===== src/rtl/uart_cmd_rx.sv =====
// 8N1 UART receiver producing a held command byte with a one-cycle strobe.
// Framing errors pulse frame_err and leave cmd untouched.
module uart_cmd_rx #(
  parameter int unsigned CLK_FREQ = 50_000_000,
  parameter int unsigned BAUD     = 115200
) (
  input  logic       clk,
  input  logic       rst_n,
  input  logic       rx,
  output logic [7:0] cmd,
  output logic       cmd_valid,
  output logic       frame_err,
  output logic       busy
);

  localparam int unsigned N    = CLK_FREQ / BAUD;
  localparam int unsigned HALF = N / 2;
  localparam int unsigned CW   = $clog2(N);

  localparam logic [CW-1:0] CntFull = CW'(N - 1);
  localparam logic [CW-1:0] CntHalf = CW'(HALF - 1);

  typedef enum logic [2:0] {
    StIdle,
    StStart,
    StData,
    StStop,
    StBreak
  } state_e;

  state_e          state_q;
  logic [CW-1:0]   cnt_q;
  logic [2:0]      bidx_q;
  logic [7:0]      sr_q;
  logic            sync1_q;
  logic            rx_s;

  always_ff @(posedge clk or negedge rst_n) begin
    if (!rst_n) begin
      sync1_q <= 1'b1;
      rx_s    <= 1'b1;
    end else begin
      sync1_q <= rx;
      rx_s    <= sync1_q;
    end
  end

  always_ff @(posedge clk or negedge rst_n) begin
    if (!rst_n) begin
      state_q   <= StIdle;
      cnt_q     <= '0;
      bidx_q    <= '0;
      sr_q      <= '0;
      cmd       <= 8'h00;
      cmd_valid <= 1'b0;
      frame_err <= 1'b0;
    end else begin
      cmd_valid <= 1'b0;
      frame_err <= 1'b0;
      unique case (state_q)
        StIdle: begin
          if (!rx_s) begin
            state_q <= StStart;
            cnt_q   <= '0;
          end
        end
        StStart: begin
          // Half-bit wait puts every later sample in the middle of its bit
          if (cnt_q == CntHalf) begin
            if (!rx_s) begin
              state_q <= StData;
              cnt_q   <= '0;
              bidx_q  <= '0;
            end else begin
              state_q <= StIdle;
            end
          end else begin
            cnt_q <= cnt_q + 1'b1;
          end
        end
        StData: begin
          if (cnt_q == CntFull) begin
            sr_q  <= {rx_s, sr_q[7:1]};
            cnt_q <= '0;
            if (bidx_q == 3'd7) begin
              state_q <= StStop;
            end else begin
              bidx_q <= bidx_q + 1'b1;
            end
          end else begin
            cnt_q <= cnt_q + 1'b1;
          end
        end
        StStop: begin
          if (cnt_q == CntFull) begin
            cnt_q <= '0;
            if (rx_s) begin
              cmd       <= sr_q;
              cmd_valid <= 1'b1;
              state_q   <= StIdle;
            end else begin
              frame_err <= 1'b1;
              state_q   <= StBreak;
            end
          end else begin
            cnt_q <= cnt_q + 1'b1;
          end
        end
        StBreak: begin
          // Hold off until the line recovers so a break is not read as 0x00 frames
          if (rx_s) begin
            state_q <= StIdle;
          end
        end
        default: state_q <= StIdle;
      endcase
    end
  end

  assign busy = (state_q != StIdle);

endmodule


===== config.mk =====
export PLATFORM = sky130hd
export DESIGN_NAME = uart_cmd_rx
export DESIGN_NICKNAME = d
export VERILOG_FILES = /design/src/rtl/uart_cmd_rx.sv
export SDC_FILE = /design/constraint.sdc
export NUM_CORES = 1
export LEC_CHECK = 0
export CAP_MARGIN = 15
export CORE_ASPECT_RATIO = 1.5
export CORE_UTILIZATION = 50
export DETAILED_ROUTE_END_ITERATION = 12
export HOLD_SLACK_MARGIN = 0.02
export MAX_ROUTING_LAYER = met4
export PLACE_DENSITY = 0.79
export SLEW_MARGIN = 40
export SYNTH_ARGS = -nofsm -noshare
export SYNTH_HDL_FRONTEND = slang
export SYNTH_SLANG_ARGS = --single-unit
export TNS_END_PERCENT = 10

===== constraint.sdc =====
create_clock -name clk -period 1.9 [get_ports clk]
set_clock_uncertainty 0.2 [all_clocks]
set_input_delay 0.19 -clock clk [delete_from_list [all_inputs] [get_ports clk]]
set_output_delay 0.19 -clock clk [all_outputs]
set_load 0.03 [all_outputs]

After elaboration in Yosys (flattened, before gate mapping) --
Index checks and enable logic that the tools add are counted.
Storage, ports and cells: output and inout bits 11, bits of input ports 3, register bits after elaboration 35
Operators by class: mux-type cells 24, add/subtract/negate cells 2, equality and inequality tests 15, reduce and logical (&&, ||, !) cells 9
Operators with widths (count):
- $mux 3 | 11
- $mux 9 | 3
- $pmux 9 s3 | 1
- $ne 2x2->1 const B | 8
- $pmux 3 s5 | 1
- $add 9x1->9 const B | 1
- $eq 9x8->1 const B | 1
- $eq 9x9->1 const B | 1
- $eq 3x2->1 const B | 2
- $eq 3x3->1 const B | 2
- $mux 1 | 6
- $pmux 3 s2 | 1
- $reduce_and 6->1 | 1
- $reduce_bool 3->1 | 2
- $reduce_and 5->1 | 1
- $add 3x1->3 const B | 1
- $eq 3x1->1 const B | 1
- $logic_not 3->1 | 1
- $reduce_and 3->1 | 1
- $mux 2 | 1
- $reduce_and 2->1 | 1
- $reduce_bool 2->1 | 1
- $reduce_or 2->1 | 1

Logic depth before layout (Yosys ltp) --
Gate-level depths: netlist of run 1.
depth after elaboration 4, gate-level depth with buffers 7, gate-level depth less buffers 6

Worst setup path before layout of run 1 --
OpenSTA, ideal clock, no wires.
path kind register to register, from reg cnt_q[1], to reg bidx_q[0], path buffers 0, data required time 1.575 ns, slack -0.125 ns, period minus slack after synthesis 2.025 ns, arrival 1.700 ns, cell stages (with the launch flop) 7, cell sequence dfrtp_1 > inv_1 > ha_1 > or4b_4 > o21a_4 > o21bai_4 > mux2_4
On the way: longest elaborated chain between the ends 3, elaborated cells on any way between the ends 5
Ends and longest elaborated chain:
- from (decl) | RTL line 32 | logic [CW-1:0] cnt_q;
- from (signal assigned) | RTL line 78 | cnt_q <= cnt_q + 1'b1;
- from (signal assigned) | RTL line 91 | cnt_q <= cnt_q + 1'b1;
- from (signal assigned) | RTL line 106 | cnt_q <= cnt_q + 1'b1;
- $eq 9x9->1 / $eq 9x8->1 (equally long branches) | RTL line 82, 69
- $ne 2x2->1 (no line)
- $reduce_and 5->1 (no line) *
- to (signal assigned) | RTL line 88 | bidx_q <= bidx_q + 1'b1;
- to (decl) | RTL line 33 | logic [2:0] bidx_q;
Every way passes the cells marked *; elsewhere a longest branch is shown, timed or not. A chain may end at the register's enable or synchronous reset.

Worst setup path after layout of run 1 --
Ends and elaborated chain as after synthesis.

==> results of run 1 <==
==> stage by stage <==
stage,setup TNS (ns),instances
after global routing,-3.26,241
final,-1.46,241
after CTS,-1.43,239
after floorplan,-0.665,153
after global placement,-0.819,230
after detailed placement,-1.51,230
==> logic make-up after synthesis <==
group / Yosys count / share of synthesized area
buffers and inverters: 18 / 0.0587
adders and majority gates: 5 / 0.0354
muxes: 20 / 0.127
AOI/OAI and AO/OA: 29 / 0.124
and+or+nand+nor: 46 / 0.158
DFF: 35 / 0.496
==> power by group <==
part / switching [W] / internal [W]
clock network: 0.000269 / 0.000256
registers: 0.00000374 / 0.000749
logic: 0.0000154 / 0.00000593
==> critical path: cells and delay by family, from the launching register on <==
| kind | cells | cell delay, ns |
|---|---|---|
| muxes | 1 | 0.26 |
| DFF | 1 | 0.39 |
| and+or+nand+nor | 1 | 0.46 |
| adders and majority gates | 1 | 0.13 |
| AOI/OAI and AO/OA | 2 | 0.44 |
| buffers and inverters | 1 | 0.11 |
==> layout make-up <==
class	count	area, µm²	area share
Sequential cell	35	878	0.384
Multi-Input combinational cell	100	852	0.373
Timing Repair Buffer	44	373	0.163
Clock buffer	6	72.6	0.0317
Tap cell	42	52.6	0.0230
Inverter	12	45.0	0.0197
Clock inverter	2	12.5	0.00547
==> final timing paths <==
check                             to  slack [ns]  cells after the start
setup / recovery           bidx_q[0]       -0.19                      6
hold / removal              cnt_q[7]        0.10                      2
setup reg to reg           bidx_q[0]       -0.19                      6
hold reg to reg                 rx_s        0.16                      0
max in group asynchronous    sync1_q        1.05                      2
min in group clk             sync1_q        0.11                      1
==> cell usage in the layout, fill, tap and decap left out, drive strengths merged, types with 4 or more instances in the layout <==
| master | count |
|---|---|
| dfrtp | 33 |
| nor2 | 11 |
| mux2 | 17 |
| clkbuf | 6 |
| a21oi | 5 |
| o21ai | 9 |
| buf | 31 |
| ha | 5 |
| nand3 | 4 |
| nand2 | 7 |
| inv | 12 |
| o221ai | 6 |
| clkdlybuf4s50 | 12 |
| nor3 | 4 |
==> state kept, by name, indices dropped and copies added (netlist names) <==
| signal | count |
|---|---|
| state_q | 3 |
| cmd_valid | 1 |
| rx_s | 1 |
| frame_err | 1 |
| sync1_q | 1 |
| cmd | 8 |
| bidx_q | 3 |
| sr_q | 8 |
| cnt_q | 9 |
==> routing by layer <==
| metal | GRT usage | vias up |
|---|---|---|
| li1 | - | 651 |
| met1 | 0.247 | 670 |
| met2 | 0.407 | 33 |
| met3 | 0.0465 | 13 |
| met4 | 0.154 | 0 |
| met5 | - | - |
==> repair_timing <==
item,4_1_cts,5_1_grt
buffers inserted,1,2
setup endpoints to repair,21,30
hold buffers,0,0
pin swaps,4,5
resized for setup,10,8
==> metrics.md, run 1 <==
| Metric | Value |
|---|---|
| Detailed Place HPWL | `2.66 mm` |
| First-pass DRT Iterations | `4` |
| Slowest-stage cell, CP | `or4b_4` |
| Remaining antenna violation count | `0` |
| NumNets Final | `between 200 and 250` |
| Minimum clock period | `2.09 ns` |
| Die H | `between 70 and 80 µm` |
| Critical path's largest stage delay | `between 0.4 and 0.5 ns` |
| Ys flop type | `dfrtp_1` |
| Initial Utilization | `0.523` |
| Worst VDD drop | `approximately 0.56 mV` |
| Final Hold Fails | `0` |
| Mapped Cells | `around 150` |
| Total vias in the final route | `1,367` |
| Top-count cell post-synth | `dfrtp_1` |
| Area Growth Syn to Fin | `29.2%` |
| Setup crit start kind | `flop` |
| WL met1 | `around 1.5 mm` |
| Power, Total | `0.00130 W` |
| Gr usage total | `0.238` |
| Max-cap violations | `0` |
| Clock sink total | `35` |
| Syn. warnings | `0` |
| Share of post-route cells with drive strength above 1 | `0.397` |
| Pwr dens | `568 nW/µm²` |
| Site row count | `26` |
| Root buffer cell | `clkbuf_8` |
| RSZ-0062 raised after global routing | `yes` |
| Final setup fails | `12` |
| Met3 WL | `127 µm` |
| WP data required | `1.88 ns` |
| FMAX | `between 400 and 500 MHz` |
| Initial antenna violation count | `0` |
| Seq/Total Area, Yosys | `0.496` |
| Core Region | `about 3400 µm²` |
| Drt drc | `0` |
| Initial DRC Count | `a little under 60` |
| Ant diodes | `0` |
| Share of the synthesized area in the top cell type | `0.467` |
| Synth cell count leaders | `dfrtp_1 (33), mux2_2 (16), inv_1 (12), nor2_1 (10), nand2_1 (7)` |
| First-pass GRT wire length | `~6.3 mm` |
| Area contributors post-synth | `dfrtp_1 (47%), mux2_2 (10%), ha_1 (3.5%)` |
| Slew Limit Fails | `0` |
| Hold slack final | `0.102 ns` |
| Synthesized area | `1770 µm²` |
| CTS tree | `done` |
| Worst EP arrival | `2.07 ns` |
| Die width | `between 50 and 60 µm` |
| Top Metal Used | `met4` |
| Netlist cell types | `44` |
| Slew margin rel. | `0.676` |
| WL per Instance | `about 16 µm` |
| Worst Tran Pin Value | `0.482 ns` |
| CTS Buf Count | `5` |
| Failing checks | `setup timing` |
| Syn Nets | `roughly 160` |
| Fin area | `about 2300 µm²` |
| Number of flops mapped to enable cells by yosys | `0` |
| Vias in the first global route | `~1.4k` |
| Reg2reg start | `cnt_q[1]` |
| Largest net degree at the start of global routing | `36` |
| CP Max Fanout | `7` |
| Full die area | `3790 µm²` |
| Worst hold path class | `in -> async` |
| Beginning of the critical path | `cnt_q[1]` |
| Met2 routed wirelength | `~2.0 mm` |
| Critical-path cell list | `inv_2 > ha_4 > or4b_4 > o21a_4 > o21bai_4 > mux2_4` |
| Clk Latency, worst-skew pair | `~0.29 ns` |
| Period utilisation layout | `1.10` |
| Critical path type | `reg -> reg` |
| Synthesized flop and latch total | `35` |
| Cell taking the most area after synthesis | `dfrtp_1` |
| Routability cong. | `between 0.9 and 1` |
| IO buf count | `13` |
| H-tree depth | `2` |
| Clock Pin Slew Worst Setup and Hold Paths | `about 0.070 ns` |
| Final worst slack | `-0.189 ns` |
| FILL cells | `between 200 and 250` |
| Avg Cell Area, Syn | `11.6 µm²` |
| Buffers from clock root to sink, at most | `2` |
| Num ports | `14` |
| Status | `complete, but fails checks` |
| Fin util | `0.676` |
| Pre-CTS setup slack | `-0.184 ns` |
| Placed cell areas | `about 2100 µm²` |
| Via density | `5.67` |
| Leak pwr | `between 1 and 1.5 nW` |
| Total congestion overflow | `0` |
| Wirelength, routed | `around 3.8 mm` |
| Asr flop ratio synth | `1.00` |
| Worst setup EP type | `flop` |
Power figures use the tool's default switching activity.
==> inputs of run 2 (changes only) <==
--- a/config.mk
+++ b/config.mk
@@ -5,9 +5,11 @@
 export SDC_FILE = /design/constraint.sdc
 export NUM_CORES = 1
 export LEC_CHECK = 0
+export ABC_CLOCK_PERIOD_IN_PS = 1900
 export CAP_MARGIN = 15
 export CORE_ASPECT_RATIO = 1.5
 export CORE_UTILIZATION = 50
+export CTS_CLUSTER_DIAMETER = 40
 export DETAILED_ROUTE_END_ITERATION = 12
 export HOLD_SLACK_MARGIN = 0.02
 export MAX_ROUTING_LAYER = met4
==> results of run 2 <==
The final DEF is identical to that of run 1; final timing and power are the same.
==> inputs of run 3 (changes only) <==
--- a/config.mk
+++ b/config.mk
@@ -14,6 +14,7 @@
 export HOLD_SLACK_MARGIN = 0.02
 export MAX_ROUTING_LAYER = met4
 export PLACE_DENSITY = 0.79
+export RECOVER_POWER = 100
 export SLEW_MARGIN = 40
 export SYNTH_ARGS = -nofsm -noshare
 export SYNTH_HDL_FRONTEND = slang
==> metrics.md, run 3 (synthesis gave the netlist of run 1 again) <==
| Metric | Value |
|---|---|
| Status | `complete, but fails checks` |
| Failing checks | `setup timing` |
| Remaining antenna violation count | `0 (unchanged)` |
| Buffers from clock root to sink, at most | `2 (unchanged)` |
| Die H | `74.9 µm (unchanged)` |
| Pwr dens | `567 nW/µm² (-0.17%)` |
| Ant diodes | `0 (unchanged)` |
| Root buffer cell | `clkbuf_8` |
| Final setup fails | `12 (unchanged)` |
| Worst Tran Pin Value | `0.820 ns (+0.337 ns)` |
| Leak pwr | `1.04 nW (about the same)` |
| Detailed Place HPWL | `2.66 mm (unchanged)` |
| Minimum clock period | `2.09 ns (+0.0000210 ns)` |
| Reg power frac | `0.581 (+0.002)` |
| First-pass DRT Iterations | `4 (unchanged)` |
| Drt drc | `0 (unchanged)` |
| Via density | `5.67 (unchanged)` |
| NumNets Final | `206 (unchanged)` |
| Comb pwr share | `0.015 (about the same)` |
| Site row count | `26 (unchanged)` |
| Initial DRC Count | `60 (+3.4%)` |
| H-tree depth | `2 (unchanged)` |
| Full die area | `3790 µm² (unchanged)` |
| CTS tree | `done` |
| Slew Limit Fails | `0 (unchanged)` |
| Routability cong. | `0.961 (unchanged)` |
| Total congestion overflow | `0 (unchanged)` |
| R2R Setup Slk | `-0.19 ns (about the same)` |
| Core Region | `3380 µm² (unchanged)` |
| Commonest non-fill, non-tap cell in the layout | `dfrtp_1` |
| Max reg flops | `9 (unchanged)` |
| FILL cells | `230 (+0.44%)` |
| Max-cap violations | `0 (unchanged)` |
| Clock Pin Slew Worst Setup and Hold Paths | `0.07 ns (about the same)` |
| WL per Instance | `15.7 µm (+0.29%)` |
| Vias in the first global route | `1,371 (unchanged)` |
| Final worst slack | `-0.189 ns (-0.0000210 ns)` |
| Setup crit start kind | `flop` |
| Total vias in the final route | `1,367 (unchanged)` |
| Die width | `50.6 µm (unchanged)` |
| Pre-CTS setup slack | `-0.184 ns (unchanged)` |
| First-pass GRT wire length | `6.27 mm (unchanged)` |
| Reg2reg start | `cnt_q[1]` |
| Area Growth Syn to Fin | `29.1%` |
| Worst setup EP type | `flop` |
| RSZ-0062 raised after global routing | `yes` |
| Worst EP arrival | `2.07 ns (about the same)` |
| Internal | `0.00101 W (-0.15%)` |
| CP Max Fanout | `7 (unchanged)` |
| Top flop regs | `cnt_q (9), cmd (8), sr_q (8)` |
| Worst hold path class | `reg -> reg` |
| Switching power | `0.000286 W (-0.75%)` |
| Share of post-route cells with drive strength above 1 | `0.397 (unchanged)` |
| WP data required | `1.88 ns (about the same)` |
| Fin area | `2280 µm² (-0.11%)` |
| WHS Endpoint | `rx_s` |
| Hold Crit Depth | `0` |
| Gr usage total | `0.238 (unchanged)` |
| Initial Utilization | `0.523 (unchanged)` |
| Final Hold Fails | `0 (unchanged)` |
| Clk Latency, worst-skew pair | `0.29 ns (about the same)` |
| Num ports | `14 (unchanged)` |
| Worst Reg-to-Reg Cells | `6 (unchanged)` |
| Worst VDD drop | `0.560 mV (-0.23%)` |
| Placed cell areas | `2100 µm² (unchanged)` |
| Commonest cells after routing, fill and taps aside | `dfrtp_1 (33), buf_4 (27), mux2_2 (16)` |
| Period utilisation layout | `1.10 (about the same)` |
| Clock share of power | `0.404 (about the same)` |
| Wirelength, routed | `3.79 mm (+0.29%)` |
| CTS Buf Count | `5 (unchanged)` |
| Switching share of power | `0.221 (-0.00104)` |
| Worst hold path startpoint | `sync1_q` |
| Largest net degree at the start of global routing | `36 (unchanged)` |
| Clock sink total | `35 (unchanged)` |
| R2R Path End | `bidx_q[0]` |
| Critical path type | `reg -> reg` |
| Most flop-heavy register | `cnt_q` |
| FMAX | `479 MHz (about the same)` |
| Slew margin rel. | `0.453 (-0.222)` |
| Initial antenna violation count | `0 (unchanged)` |
| IO buf count | `13 (unchanged)` |
run 3: worst max-delay path by stage:
stage,from,to,slack (ns)
floorplan,cnt_q[0],bidx_q[0],-0.12
global placement,cnt_q[1],bidx_q[0],-0.11
finish,cnt_q[1],bidx_q[0],-0.19
detailed placement,cnt_q[1],cnt_q[2],-0.18
CTS,cnt_q[1],bidx_q[0],-0.17
global route,cnt_q[1],bidx_q[0],-0.24
run 3: worst max-delay path: stages, from the launching register on:
cell      delay [ns]
dfrtp_1         0.39
inv_2           0.11
ha_4            0.13
or4b_4          0.46
o21a_4          0.25
o21bai_4        0.19
mux2_4          0.26
run 3: final cells by class:
cell class	count	area (µm²)	area share
clock inverters	2	12.5	0.00548
multi-input cells	100	852	0.373
clock buffers	6	72.6	0.0318
flip-flops and latches	35	878	0.385
inverters	12	45.0	0.0197
well taps	42	52.6	0.0230
repair buffers	44	370	0.162
run 3: what timing repair did:
item | 4_1_cts | 5_1_grt
hold buffers | 0 | 0
setup buffers | 1 | 2
pin swaps | 4 | 5
endpoints found under the setup margin | 21 | 30
gates resized for setup | 10 | 8
run 3: metrics by stage:
stage          utilization  total power (W)  std cells  hold WS (ns)  TNS, ns
2_1_floorplan            -         0.000770        153        -0.306   -0.665
3_3_place_gp         0.622         0.000788        230         0.150   -0.819
3_5_place_dp         0.622         0.000789        230         0.148    -1.51
4_1_cts              0.661          0.00131        239         0.106    -1.43
5_1_grt              0.675          0.00134        241         0.166    -3.26
6_report             0.675          0.00130        241         0.160    -1.48
run 3: power by group through the flow:
stage / sequential, W / clock (W) / combinational (W)
2_1_floorplan: 0.000764 / 0 / 0.00000664
3_3_place_gp: 0.000766 / 0 / 0.0000220
3_5_place_dp: 0.000766 / 0 / 0.0000228
4_1_cts: 0.000752 / 0.000532 / 0.0000227
5_1_grt: 0.000752 / 0.000568 / 0.0000242
6_report: 0.000753 / 0.000523 / 0.0000198
run 3: routing by layer:
layer	global-route usage	part of all wire	vias up
met1	0.247	0.39	672
met2	0.407	0.55	34
li1	-	-	650
met4	0.154	0.025	0
met5	-	0	-
met3	0.0465	0.032	11
